===== config.mk =====
export PLATFORM = sky130hd
export DESIGN_NAME = write_buffer
export DESIGN_NICKNAME = d
export VERILOG_FILES = /design/src/rtl/wbuf_pkg.sv /design/src/rtl/write_word_fifo.sv /design/src/rtl/write_buffer.sv
export SDC_FILE = /design/constraint.sdc
export NUM_CORES = 1
export LEC_CHECK = 0
export CAP_MARGIN = 20
export CORE_MARGIN = 8
export CORE_UTILIZATION = 60
export CTS_CLUSTER_DIAMETER = 100
export DETAILED_ROUTE_END_ITERATION = 12
export PLACE_DENSITY = 0.8
export RECOVER_POWER = 25
export SYNTH_ARGS = -nofsm -noshare
export SYNTH_HDL_FRONTEND = slang
export SYNTH_SLANG_ARGS = --single-unit

===== constraint.sdc =====
create_clock -name CLK_48MHZ -period 4.81 [get_ports CLK_48MHZ]
set_clock_uncertainty 0.05 [all_clocks]
set_input_delay 0.7215 -clock CLK_48MHZ [delete_from_list [all_inputs] [get_ports CLK_48MHZ]]
set_output_delay 0.7215 -clock CLK_48MHZ [all_outputs]
set_load 0.01 [all_outputs]

===== src/rtl/wbuf_pkg.sv =====
// ----------------------------------------------------------------------------
// wbuf_pkg
// Shared definitions for the byte-to-word write path: bus widths, the write
// sequencer state encoding and the byte packing helper.
// ----------------------------------------------------------------------------
`timescale 1ns/1ps
package wbuf_pkg;
   localparam int ADDR_W = 18;
   localparam int WORD_W = 16;
   localparam int BYTE_W = 8;

   typedef enum logic [1:0] {
      ST_IDLE    = 2'd0,
      ST_SETUP   = 2'd1,
      ST_STROBE  = 2'd2,
      ST_RECOVER = 2'd3
   } wr_state_t;

   // Words are stored low byte first: the first byte received lands in [7:0].
   function automatic logic [WORD_W-1:0] pack_word(input logic [BYTE_W-1:0] hi,
                                                   input logic [BYTE_W-1:0] lo);
      return {hi, lo};
   endfunction
endpackage


===== src/rtl/write_word_fifo.sv =====
// ----------------------------------------------------------------------------
// write_word_fifo
// Synchronous word FIFO between the byte packer and the memory write FSM.
// Ports:
//   CLK_48MHZ  in   clock
//   RESET      in   asynchronous active-low reset
//   i_push     in   write i_data (ignored when full unless popping this cycle)
//   i_pop      in   drop the head entry (ignored when empty)
//   i_data     in   word to queue
//   o_head     out  oldest queued word
//   o_full     out  DEPTH entries held
//   o_empty    out  no entries held
// ----------------------------------------------------------------------------
`timescale 1ns/1ps
module write_word_fifo #(
   parameter int DEPTH = 4,
   parameter int WIDTH = 16
) (
   input  logic             CLK_48MHZ,
   input  logic             RESET,
   input  logic             i_push,
   input  logic             i_pop,
   input  logic [WIDTH-1:0] i_data,
   output logic [WIDTH-1:0] o_head,
   output logic             o_full,
   output logic             o_empty
);
   localparam int PTR_W = $clog2(DEPTH);
   localparam int CNT_W = PTR_W + 1;
   localparam logic [CNT_W-1:0] CNT_FULL = CNT_W'(DEPTH);

   logic [WIDTH-1:0] r_mem [DEPTH];
   logic [PTR_W-1:0] r_wr_ptr;
   logic [PTR_W-1:0] r_rd_ptr;
   logic [CNT_W-1:0] r_count;
   logic             w_push_ok;
   logic             w_pop_ok;

   assign o_full    = (r_count == CNT_FULL);
   assign o_empty   = (r_count == {CNT_W{1'b0}});
   assign o_head    = r_mem[r_rd_ptr];
   // A full FIFO still accepts a push when the head leaves in the same cycle.
   assign w_push_ok = i_push & (~o_full | i_pop);
   assign w_pop_ok  = i_pop & ~o_empty;

   // Storage array; no reset needed, entries are only read once written.
   always_ff @(posedge CLK_48MHZ) begin
      if (w_push_ok) begin
         r_mem[r_wr_ptr] <= i_data;
      end
   end

   // Pointers and occupancy count.
   always_ff @(posedge CLK_48MHZ or negedge RESET) begin
      if (!RESET) begin
         r_wr_ptr <= {PTR_W{1'b0}};
         r_rd_ptr <= {PTR_W{1'b0}};
         r_count  <= {CNT_W{1'b0}};
      end else begin
         if (w_push_ok) begin
            r_wr_ptr <= r_wr_ptr + PTR_W'(1);
         end
         if (w_pop_ok) begin
            r_rd_ptr <= r_rd_ptr + PTR_W'(1);
         end
         case ({w_push_ok, w_pop_ok})
            2'b10:   r_count <= r_count + CNT_W'(1);
            2'b01:   r_count <= r_count - CNT_W'(1);
            default: r_count <= r_count;
         endcase
      end
   end
endmodule


===== src/rtl/write_buffer.sv =====
// ----------------------------------------------------------------------------
// write_buffer
// Packs a byte stream into 16-bit words (low byte first), queues them and
// writes each word to external memory with a timed WRITE_CMD pulse.
// WRITE_ADDRESS counts committed words; the reader polls it.
// Build option: define ADDR_WRAP_EN to wrap WRITE_ADDRESS to 0 after
// ADDR_MAX (ring log). Without it the address saturates and MEM_FULL is set.
// Ports:
//   CLK_48MHZ      in   system clock
//   RESET          in   asynchronous active-low reset
//   BYTE_IN[7:0]   in   data byte, valid with BYTE_STROBE
//   BYTE_STROBE    in   accept BYTE_IN this cycle
//   FLUSH          in   complete a half-packed word with PAD_BYTE
//   MEM_BUSY       in   memory owned by the reader (checked only in IDLE)
//   WRITE_CMD      out  memory write strobe
//   DATA_WRITE     out  word being written
//   WRITE_ADDRESS  out  address of the next word
//   FIFO_FULL      out  word queue full
//   OVERFLOW       out  sticky, a word was dropped
//   MEM_FULL       out  address space exhausted (non-wrap build)
// ----------------------------------------------------------------------------
`timescale 1ns/1ps
module write_buffer
   import wbuf_pkg::*;
#(
   parameter int                FIFO_DEPTH = 4,
   parameter int                WR_PULSE   = 4,
   parameter int                WR_GAP     = 2,
   parameter logic [ADDR_W-1:0] ADDR_MAX   = 18'h3FFFF,
   parameter logic [BYTE_W-1:0] PAD_BYTE   = 8'h00
) (
   input  logic              CLK_48MHZ,
   input  logic              RESET,
   input  logic [BYTE_W-1:0] BYTE_IN,
   input  logic              BYTE_STROBE,
   input  logic              FLUSH,
   input  logic              MEM_BUSY,
   output logic              WRITE_CMD,
   output logic [WORD_W-1:0] DATA_WRITE,
   output logic [ADDR_W-1:0] WRITE_ADDRESS,
   output logic              FIFO_FULL,
   output logic              OVERFLOW,
   output logic              MEM_FULL
);
   localparam logic [7:0] PULSE_LAST = 8'(WR_PULSE - 1);
   localparam logic [7:0] GAP_LAST   = 8'(WR_GAP - 1);

   wr_state_t         r_state, w_state_next;
   logic [7:0]        r_cnt, w_cnt_next;
   logic              r_half, w_half_next;
   logic [BYTE_W-1:0] r_low, w_low_next;
   logic              w_push;
   logic [WORD_W-1:0] w_push_data;
   logic [WORD_W-1:0] w_head;
   logic              w_full, w_empty;
   logic              w_pop, w_pop_write, w_pop_drain, w_drop;
   logic              r_write_cmd, r_overflow, r_mem_full;
   logic [WORD_W-1:0] r_data_write;
   logic [ADDR_W-1:0] r_addr;

   assign WRITE_CMD     = r_write_cmd;
   assign DATA_WRITE    = r_data_write;
   assign WRITE_ADDRESS = r_addr;
   assign FIFO_FULL     = w_full;
   assign OVERFLOW      = r_overflow;
   assign MEM_FULL      = r_mem_full;

   // Packer: the strobed byte is absorbed first, then FLUSH acts on the result.
   always_comb begin
      w_push      = 1'b0;
      w_push_data = {WORD_W{1'b0}};
      w_half_next = r_half;
      w_low_next  = r_low;
      if (BYTE_STROBE) begin
         if (r_half) begin
            w_push      = 1'b1;
            w_push_data = pack_word(BYTE_IN, r_low);
            w_half_next = 1'b0;
         end else if (FLUSH) begin
            w_push      = 1'b1;
            w_push_data = pack_word(PAD_BYTE, BYTE_IN);
            w_half_next = 1'b0;
         end else begin
            w_low_next  = BYTE_IN;
            w_half_next = 1'b1;
         end
      end else if (FLUSH && r_half) begin
         w_push      = 1'b1;
         w_push_data = pack_word(PAD_BYTE, r_low);
         w_half_next = 1'b0;
      end else begin
         w_half_next = r_half;
      end
   end

   // Head leaves on the first RECOVER cycle; once memory is full the queue drains as drops.
   assign w_pop_write = (r_state == ST_RECOVER) && (r_cnt == GAP_LAST);
   assign w_pop_drain = r_mem_full & ~w_empty;
   assign w_pop       = w_pop_write | w_pop_drain;
   assign w_drop      = w_push & (r_mem_full | (w_full & ~w_pop));

   write_word_fifo #(
      .DEPTH (FIFO_DEPTH),
      .WIDTH (WORD_W)
   ) u_fifo (
      .CLK_48MHZ (CLK_48MHZ),
      .RESET     (RESET),
      .i_push    (w_push & ~r_mem_full),
      .i_pop     (w_pop),
      .i_data    (w_push_data),
      .o_head    (w_head),
      .o_full    (w_full),
      .o_empty   (w_empty)
   );

   // Write FSM next state and phase counter.
   always_comb begin
      w_state_next = r_state;
      w_cnt_next   = r_cnt;
      case (r_state)
         ST_IDLE: begin
            if (!w_empty && !MEM_BUSY && !r_mem_full) begin
               w_state_next = ST_SETUP;
            end else begin
               w_state_next = ST_IDLE;
            end
         end
         ST_SETUP: begin
            w_state_next = ST_STROBE;
            w_cnt_next   = PULSE_LAST;
         end
         ST_STROBE: begin
            if (r_cnt == 8'd0) begin
               w_state_next = ST_RECOVER;
               w_cnt_next   = GAP_LAST;
            end else begin
               w_cnt_next   = r_cnt - 8'd1;
            end
         end
         ST_RECOVER: begin
            if (r_cnt == 8'd0) begin
               w_state_next = ST_IDLE;
            end else begin
               w_cnt_next   = r_cnt - 8'd1;
            end
         end
         default: begin
            w_state_next = ST_IDLE;
            w_cnt_next   = 8'd0;
         end
      endcase
   end

   // Sequential state: FSM, packer, registered outputs and address counter.
   always_ff @(posedge CLK_48MHZ or negedge RESET) begin
      if (!RESET) begin
         r_state      <= ST_IDLE;
         r_cnt        <= 8'd0;
         r_half       <= 1'b0;
         r_low        <= {BYTE_W{1'b0}};
         r_write_cmd  <= 1'b0;
         r_data_write <= {WORD_W{1'b0}};
         r_addr       <= {ADDR_W{1'b0}};
         r_overflow   <= 1'b0;
         r_mem_full   <= 1'b0;
      end else begin
         r_state     <= w_state_next;
         r_cnt       <= w_cnt_next;
         r_half      <= w_half_next;
         r_low       <= w_low_next;
         // Registered from next state so the pulse spans exactly the STROBE cycles.
         r_write_cmd <= (w_state_next == ST_STROBE);
         if ((r_state == ST_IDLE) && (w_state_next == ST_SETUP)) begin
            r_data_write <= w_head;
         end
         if (w_drop || w_pop_drain) begin
            r_overflow <= 1'b1;
         end
         if (w_pop_write) begin
`ifdef ADDR_WRAP_EN
            if (r_addr == ADDR_MAX) begin
               r_addr <= {ADDR_W{1'b0}};
            end else begin
               r_addr <= r_addr + 18'd1;
            end
`else
            // At the top of memory this yields ADDR_MAX+1 (0 at full range), hence the flag.
            r_addr <= r_addr + 18'd1;
            if (r_addr == ADDR_MAX) begin
               r_mem_full <= 1'b1;
            end
`endif
         end
      end
   end
endmodule


### Yosys cells after proc, flatten, opt, wreduce, memory -nomap -nowiden

Memories as Yosys holds them, arrays and structs flattened. A register that Yosys moved wholly into a read port is not among the register bits.
Cells that the tools add are included.

* bitwise operators: 15
* mux-type cells: 22
* add/subtract/negate cells: 6
* reduce and logical (&&, ||, !) cells: 19
* equal/unequal tests: 11

Operator list (number)
* $mux W16: 2
* $mux W8: 4
* $pmux W8 S3: 1
* $add A18 B1 Y18 const B: 1
* $eq A18 B18 Y1 const B: 1
* $mux W1: 11
* $eq A2 B2 Y1 const B: 4
* $eq A8 B1 Y1 const B: 1
* $logic_not A8 Y1: 1
* $pmux W2 S4: 1
* $sub A8 B1 Y8 const B: 1
* $and A1 B1 Y1: 6
* $eq A2 B1 Y1 const B: 3
* $not A1 Y1: 6
* $pmux W3 S2: 1
* $logic_and A1 B1 Y1: 5
* $add A2 B1 Y2 const B: 2
* $logic_not A1 Y1: 4
* $mux W2: 2
* $reduce_and A2 Y1: 2
* $reduce_bool A2 Y1: 2
* $add A3 B1 Y3 const B: 1
* $eq A3 B3 Y1 const B: 1
* $logic_not A3 Y1: 1
* other kinds (7): 9

* RAM bits: 64
* register bits: 47
* output and inout port bits: 38
* word-level logic and storage cells: 85
* memories: 1

Memories
* u_fifo.r_mem: words 4, width 16, rd ports 1, clocked after memory_dff 1, write ports 1, RTL line write_word_fifo.sv:32 `logic [WIDTH-1:0] r_mem [DEPTH];`

### Logic depth before layout (Yosys ltp)

* depth in word-level cells: 9
* depth in mapped cells: 11
* depth with buffers taken out: 11

### By module

Synthesis repeated with hierarchy kept, for this count alone.

* cell total of the unflattened synthesis: 354
* area, all modules: 5425.2 um^2

Modules (own cells, without submodules)
* write_word_fifo: cells an instance 122, area each 2741.4 um^2, instances 1
* write_buffer: cells an instance 232, area each 2683.8 um^2, instances 1

### Worst setup path after synthesis

No wires, ideal clock.

* path type: reg-to-reg
* start point: register r_cnt[4]
* end point: register u_fifo.r_count[2]
* required time: 4.681 ns
* cell stages (with the launch flop): 12
* arrival time: 2.599 ns
* setup slack: 2.082 ns
* cell sequence: dfrtp_1 buf_6 nor4_1 and3_1 clkbuf_1 o21a_1 ha_1 inv_1 fa_1 xor2_1 nor2_1 xor2_1

* elaborated cells on any way between the ends: 10
* classes of those cells: eq/ne (3); mux (1); bitwise (4); reduce/logical (2)

RTL lines
* start: declaration: RTL line write_buffer.sv:49 `logic [7:0] r_cnt, w_cnt_next;`
* start signal: assignment: RTL line write_buffer.sv:168 `r_cnt <= w_cnt_next;`
* $eq A8 B1 Y1 (*): RTL line write_buffer.sv:97 `assign w_pop_write = (r_state == ST_RECOVER) && (r_cnt == GAP_LAST);`
* $logic_and A1 B1 Y1 (*): RTL line write_buffer.sv:97
* $or A1 B1 Y1 (*): RTL line write_buffer.sv:99 `assign w_pop = w_pop_write | w_pop_drain;`
* $and A1 B1 Y1 (*): RTL line write_word_fifo.sv:44 `assign w_pop_ok = i_pop & ~o_empty;`
* named net u_fifo.w_pop_ok: RTL line write_word_fifo.sv:37 `logic w_pop_ok;`
* $eq A2 B1 Y1 / $eq A2 B2 Y1 (equally long branches): RTL line write_word_fifo.sv:66 `case ({w_push_ok, w_pop_ok})`
* $pmux W3 S2 / $reduce_bool A2 Y1 (equally long branches)
* end signal: assignment: RTL line write_word_fifo.sv:67 `2'b10: r_count <= r_count + CNT_W'(1);`
* end signal: assignment: RTL line write_word_fifo.sv:68 `2'b01: r_count <= r_count - CNT_W'(1);`
* end signal: assignment: RTL line write_word_fifo.sv:69 `default: r_count <= r_count;`
* end: declaration: RTL line write_word_fifo.sv:35 `logic [CNT_W-1:0] r_count;`

Mark *: on every way through the listed nets, which the timed path passes. The rest lies on a longest branch.
A chain may end at the register's enable or synchronous reset.

### Worst setup path after layout

* start point: input port BYTE_STROBE
* end point: memory u_fifo.r_mem[0][14] (enable)

* cells in the longest elaborated chain, start to end: 5

Ends and longest elaborated chain
* start: declaration: RTL line write_buffer.sv:35 `input logic BYTE_STROBE,`
* $mux W1: RTL line write_buffer.sv:74 `if (BYTE_STROBE) begin`
* $and A1 B1 Y1: RTL line write_buffer.sv:108 `.i_push (w_push & ~r_mem_full),`
* $and A1 B1 Y1: RTL line write_word_fifo.sv:43 `assign w_push_ok = i_push & (~o_full | i_pop);`
* $mux W1: RTL line write_word_fifo.sv:48 `if (w_push_ok) begin`
* $mux W1 (implied by the code): RTL line write_word_fifo.sv:49 `r_mem[r_wr_ptr] <= i_data;`
* end: declaration: RTL line write_word_fifo.sv:32

Every way passes these cells.

==> flow_summary_export.csv <==
group,metric,value,unit
clock_network,clkLatencyLatePin,0.53,ns
logic_synthesis,ys_ff_latch,127,
clock_network,cts_root_buf,"clkbuf_8",
global_route,antenna_found_initial,0,
sta,hold_viol,0,
floorplan,core-area,8760,um2
worst_setup_path,path_buf_inv,2,
global_route,grt_pass1_wl,18.8,mm
route,met2_length,5.89,mm
worst_setup_path,worstSetupStartpointType,"input port",
floorplan,initial_core_util,61.9,%
worst_setup_path,reg2reg_slack,1.72,ns
pwr,combPwrFrac,24.3,%
logic_synthesis,ys_top_cells_by_count,"edfxtp_1 (64), dfrtp_1 (63), mux2_2 (25), a22o_1 (17), mux4_2 (16)",
clock_network,cts_setup_buffers,0,
job,max-cap-violations,0,
worst_setup_path,r2r-start,"r_state[0]",
finish,fin_nets,437,
worst_setup_path,path_class,"input port to flop",
worst_setup_path,cp_top_family,"buffers and inverters",
pwr,switching_share,29.6,%
logic_synthesis,synth_xor_area_share,4.04,%
floorplan,rows,34,
clock_network,cts.reportedPaths.clkPinSlew,0.06,ns
logic_synthesis,syn_area_per_cell,15.1,um2
global_route,grt_usage,19.7,%
route,routed_wl,11.9,mm
route,wl_met1,4.96,mm
sta,max_freq,320,MHz
pwr,power.leakage,0.00263,uW
sta,final.setup.tns,0,ns
floorplan,top_level_ports,51,
worst_setup_path,arrival,3.22,ns
sta,worstMarginPinSlew,1.03,ns
global_route,grt_pass1_vias,3444,
clock_network,cts_buffers,17,
sta,rsz0062_at_grt,"false",
clock_network,clock-sinks,127,
logic_synthesis,syn_area,5420,um2
global_route,grt_max_degree,64,
pwr,p_int,2780,uW
route,routed_via_density,6.25,
logic_synthesis,synth_nets,380,
worst_setup_path,required,4.91,ns
logic_synthesis,yosys.area_share.simple,8.89,%
finish,area_delta_synth_final,22.7,%
clock_network,postCtsHoldBufs,0,
clock_network,htreeDepth,4,
sta,setup_viol,0,
logic_synthesis,async_reset_ff_share,49.6,%
global_route,grt_overflow,0,
logic_synthesis,ys.flop_type,"edfxtp_1",
route,vias,3349,
route,first_iter_violations,216,
pwr,sequentialPowerShare,41.3,%
worst_setup_path,path_cells,"dlygate4sd3_1 > clkbuf_1 > maj3_1 > nand2b_1 > a21oi_2 > and2_1",
logic_synthesis,netlist_instances,358,
route,drt-pass1-iter-count,6,
logic_synthesis,synth_most_common_cell,"edfxtp_1",
worst_setup_path,max_stage_delay,0.75,ns
logic_synthesis,yosysWarnings,0,
pwr,ir_drop,344,uV
worst_setup_path,endpoint_kind,"flop",
floorplan,fp.dieW,111,um
placement,hpwl,7.02,mm
worst_setup_path,slowest_stage,"and2_1",
clock_network,cts_tree,"built",
logic_synthesis,synth_top_family_by_area,"multiplexers",
logic_synthesis,yosysTopAreaCellShare,35.5,%
placement,gp_congestion,0.812,
logic_synthesis,synth-edff-count,64,
floorplan,dieHeight,111,um
sta,slew_violations,0,
route,drc,0,
sta,fin_hold_ws,0.312,ns
logic_synthesis,ys_top_cells_by_area,"edfxtp_1 (35%), dfrtp_1 (29%), mux4_2 (6.6%)",
logic_synthesis,synth_top_area_cell,"edfxtp_1",
finish,fill_cells,501,
run_status,status,"completed",
logic_synthesis,synthAdderAreaFrac,2.40,%
pwr,p_per_area,593,nW/um2
finish,antenna_cells,0,
finish,final_layout_size_suffix_gt1_share,20.1,%
clock_network,cts_resized,0,
route,routed.top_layer,"met4",
worst_setup_path,path_max_fanout,19,
route,antenna_left,0,
sta,finalCriticalPeriod,3.12,ns
sta,finalCritPeriodShare,64.9,%
sta,relSlewSlack,31.2,%
route,wl_met3,769,um
worst_hold_path,hold_class,"input port to asynchronous set/reset pin",
logic_synthesis,yosysSeqAreaShare,64.5,%
worst_setup_path,r2r-end,"u_fifo.r_mem[0][14]",
logic_synthesis,synth_cell_types,49,
floorplan,die_area,12300,um2
pwr,power_switching,1170,uW
clock_network,cts.path.max_buffers,2,
logic_synthesis,synthMuxAreaShare,12.2,%
route,wl_per_cell,22.1,um
logic_synthesis,synth_compound_area_share,5.89,%
pwr,power_frac_clock,34.4,%
placement,io_buffers,50,
worst_setup_path,r2r_cells,4,
per-layer routing:
metal / up-vias / global-route usage (%)
li1: 1484 / -
met1: 1709 / 24.1
met2: 133 / 32.1
met3: 23 / 5.52
met4: 0 / 8.27
met5: - / 0
metrics by stage:
stage               area (um2)  utilization [%]  power, uW  cells  worst slack [ns]
global placement          6000             68.5       2500    503              1.74
floorplan                 5420                -       2190    358              2.08
global route              6650             75.9       4120    536              1.49
CTS                       6630             75.6       3940    535              1.86
detailed placement        6000             68.5       2550    503              1.67
finish                    6650             75.9       3950    536              1.69
kinds of logic (layout without fill, tap and decap cells):
logic type / Yosys count / in the layout
DFF: 127 / 127
buffers and inverters: 27 / 97
and+or+nand+nor: 84 / 84
AOI/OAI and AO/OA: 42 / 42
muxes: 43 / 43
xor gates and xnor gates: 25 / 25
adders and majority gates: 10 / 10
layout by cell type, fill, tap and decap left out, types with 2 or more instances in the layout:
| master | synthesis | routed |
|---|---|---|
| buf_4 | 0 | 2 |
| o31ai_1 | 4 | 4 |
| nand2_1 | 15 | 15 |
| or3_1 | 2 | 2 |
| clkdlybuf4s50_1 | 0 | 48 |
| nor3_1 | 5 | 5 |
| o21ai_0 | 7 | 7 |
| bufinv_16 | 0 | 4 |
| mux2i_1 | 2 | 2 |
| dfrtp_1 | 63 | 63 |
| and4_1 | 2 | 2 |
| nor3b_1 | 2 | 2 |
| nand3_1 | 10 | 10 |
| ha_1 | 8 | 8 |
| xor2_1 | 12 | 12 |
| and2_1 | 6 | 6 |
| or4_4 | 2 | 2 |
| and3_1 | 9 | 9 |
| edfxtp_1 | 64 | 64 |
| a21oi_1 | 4 | 4 |
| clkbuf_16 | 0 | 16 |
| or4_2 | 2 | 2 |
| a22o_1 | 17 | 17 |
| mux2_2 | 25 | 25 |
| nor2_1 | 12 | 12 |
| xnor2_1 | 13 | 13 |
| clkinvlp_4 | 0 | 5 |
| inv_1 | 11 | 11 |
| nand4_1 | 6 | 6 |
| mux4_2 | 16 | 16 |
| inv_6 | 0 | 3 |
| nor4_1 | 4 | 4 |
registers in the layout, indices dropped and copies added, names as in the netlist:
| name | cells |
|---|---|
| OVERFLOW | 1 |
| DATA_WRITE | 16 |
| r_half | 1 |
| u_fifo.r_mem | 64 |
| r_low | 8 |
| u_fifo.r_count | 3 |
| MEM_FULL | 1 |
| r_state | 2 |
| u_fifo.r_wr_ptr | 2 |
| WRITE_ADDRESS | 18 |
| u_fifo.r_rd_ptr | 2 |
| r_cnt | 8 |
| WRITE_CMD | 1 |
layout make-up:
class | count | area, um2 | share of cell area, %
clock inverter | 15 | 209 | 3.14
clock buffer | 17 | 414 | 6.23
tap | 108 | 135 | 2.03
timing repair buffer | 54 | 542 | 8.15
sequential | 127 | 3500 | 52.6
multi-input combinational | 204 | 1810 | 27.2
inverter | 11 | 41.3 | 0.621
power groups by stage:
stage                     sequential, uW  combinational (uW)  clock, uW
final                               1630                 958       1360
after CTS                           1660                 915       1360
after detailed placement            1660                 886          0
after global placement              1640                 862          0
after global routing                1660                1050       1410
after floorplan                     1570                 626          0
worst reg2reg max path, cell delays in order (launching register included):
cell and delay [ns]:
dfrtp_1 0.50, nor4bb_1 0.66, nand3_1 0.37, a21oi_2 0.37, and2_1 0.76
worst max-delay path by stage:
| stage | from | to | slack (ns) | cells past startpoint |
|---|---|---|---|---|
| floorplan | r_cnt[4] | u_fifo.r_count[2] | 2.08 | 11 |
| global placement | BYTE_STROBE | u_fifo.r_count[2] | 1.74 | 12 |
| detailed placement | BYTE_STROBE | u_fifo.r_mem[1][4] | 1.67 | 6 |
| CTS | r_state[0] | u_fifo.r_mem[0][6] | 1.86 | 4 |
| global route | BYTE_STROBE | u_fifo.r_mem[0][8] | 1.49 | 6 |
| finish | BYTE_STROBE | u_fifo.r_mem[0][14] | 1.69 | 6 |
Note: power is estimated with default switching activity, not from simulation.
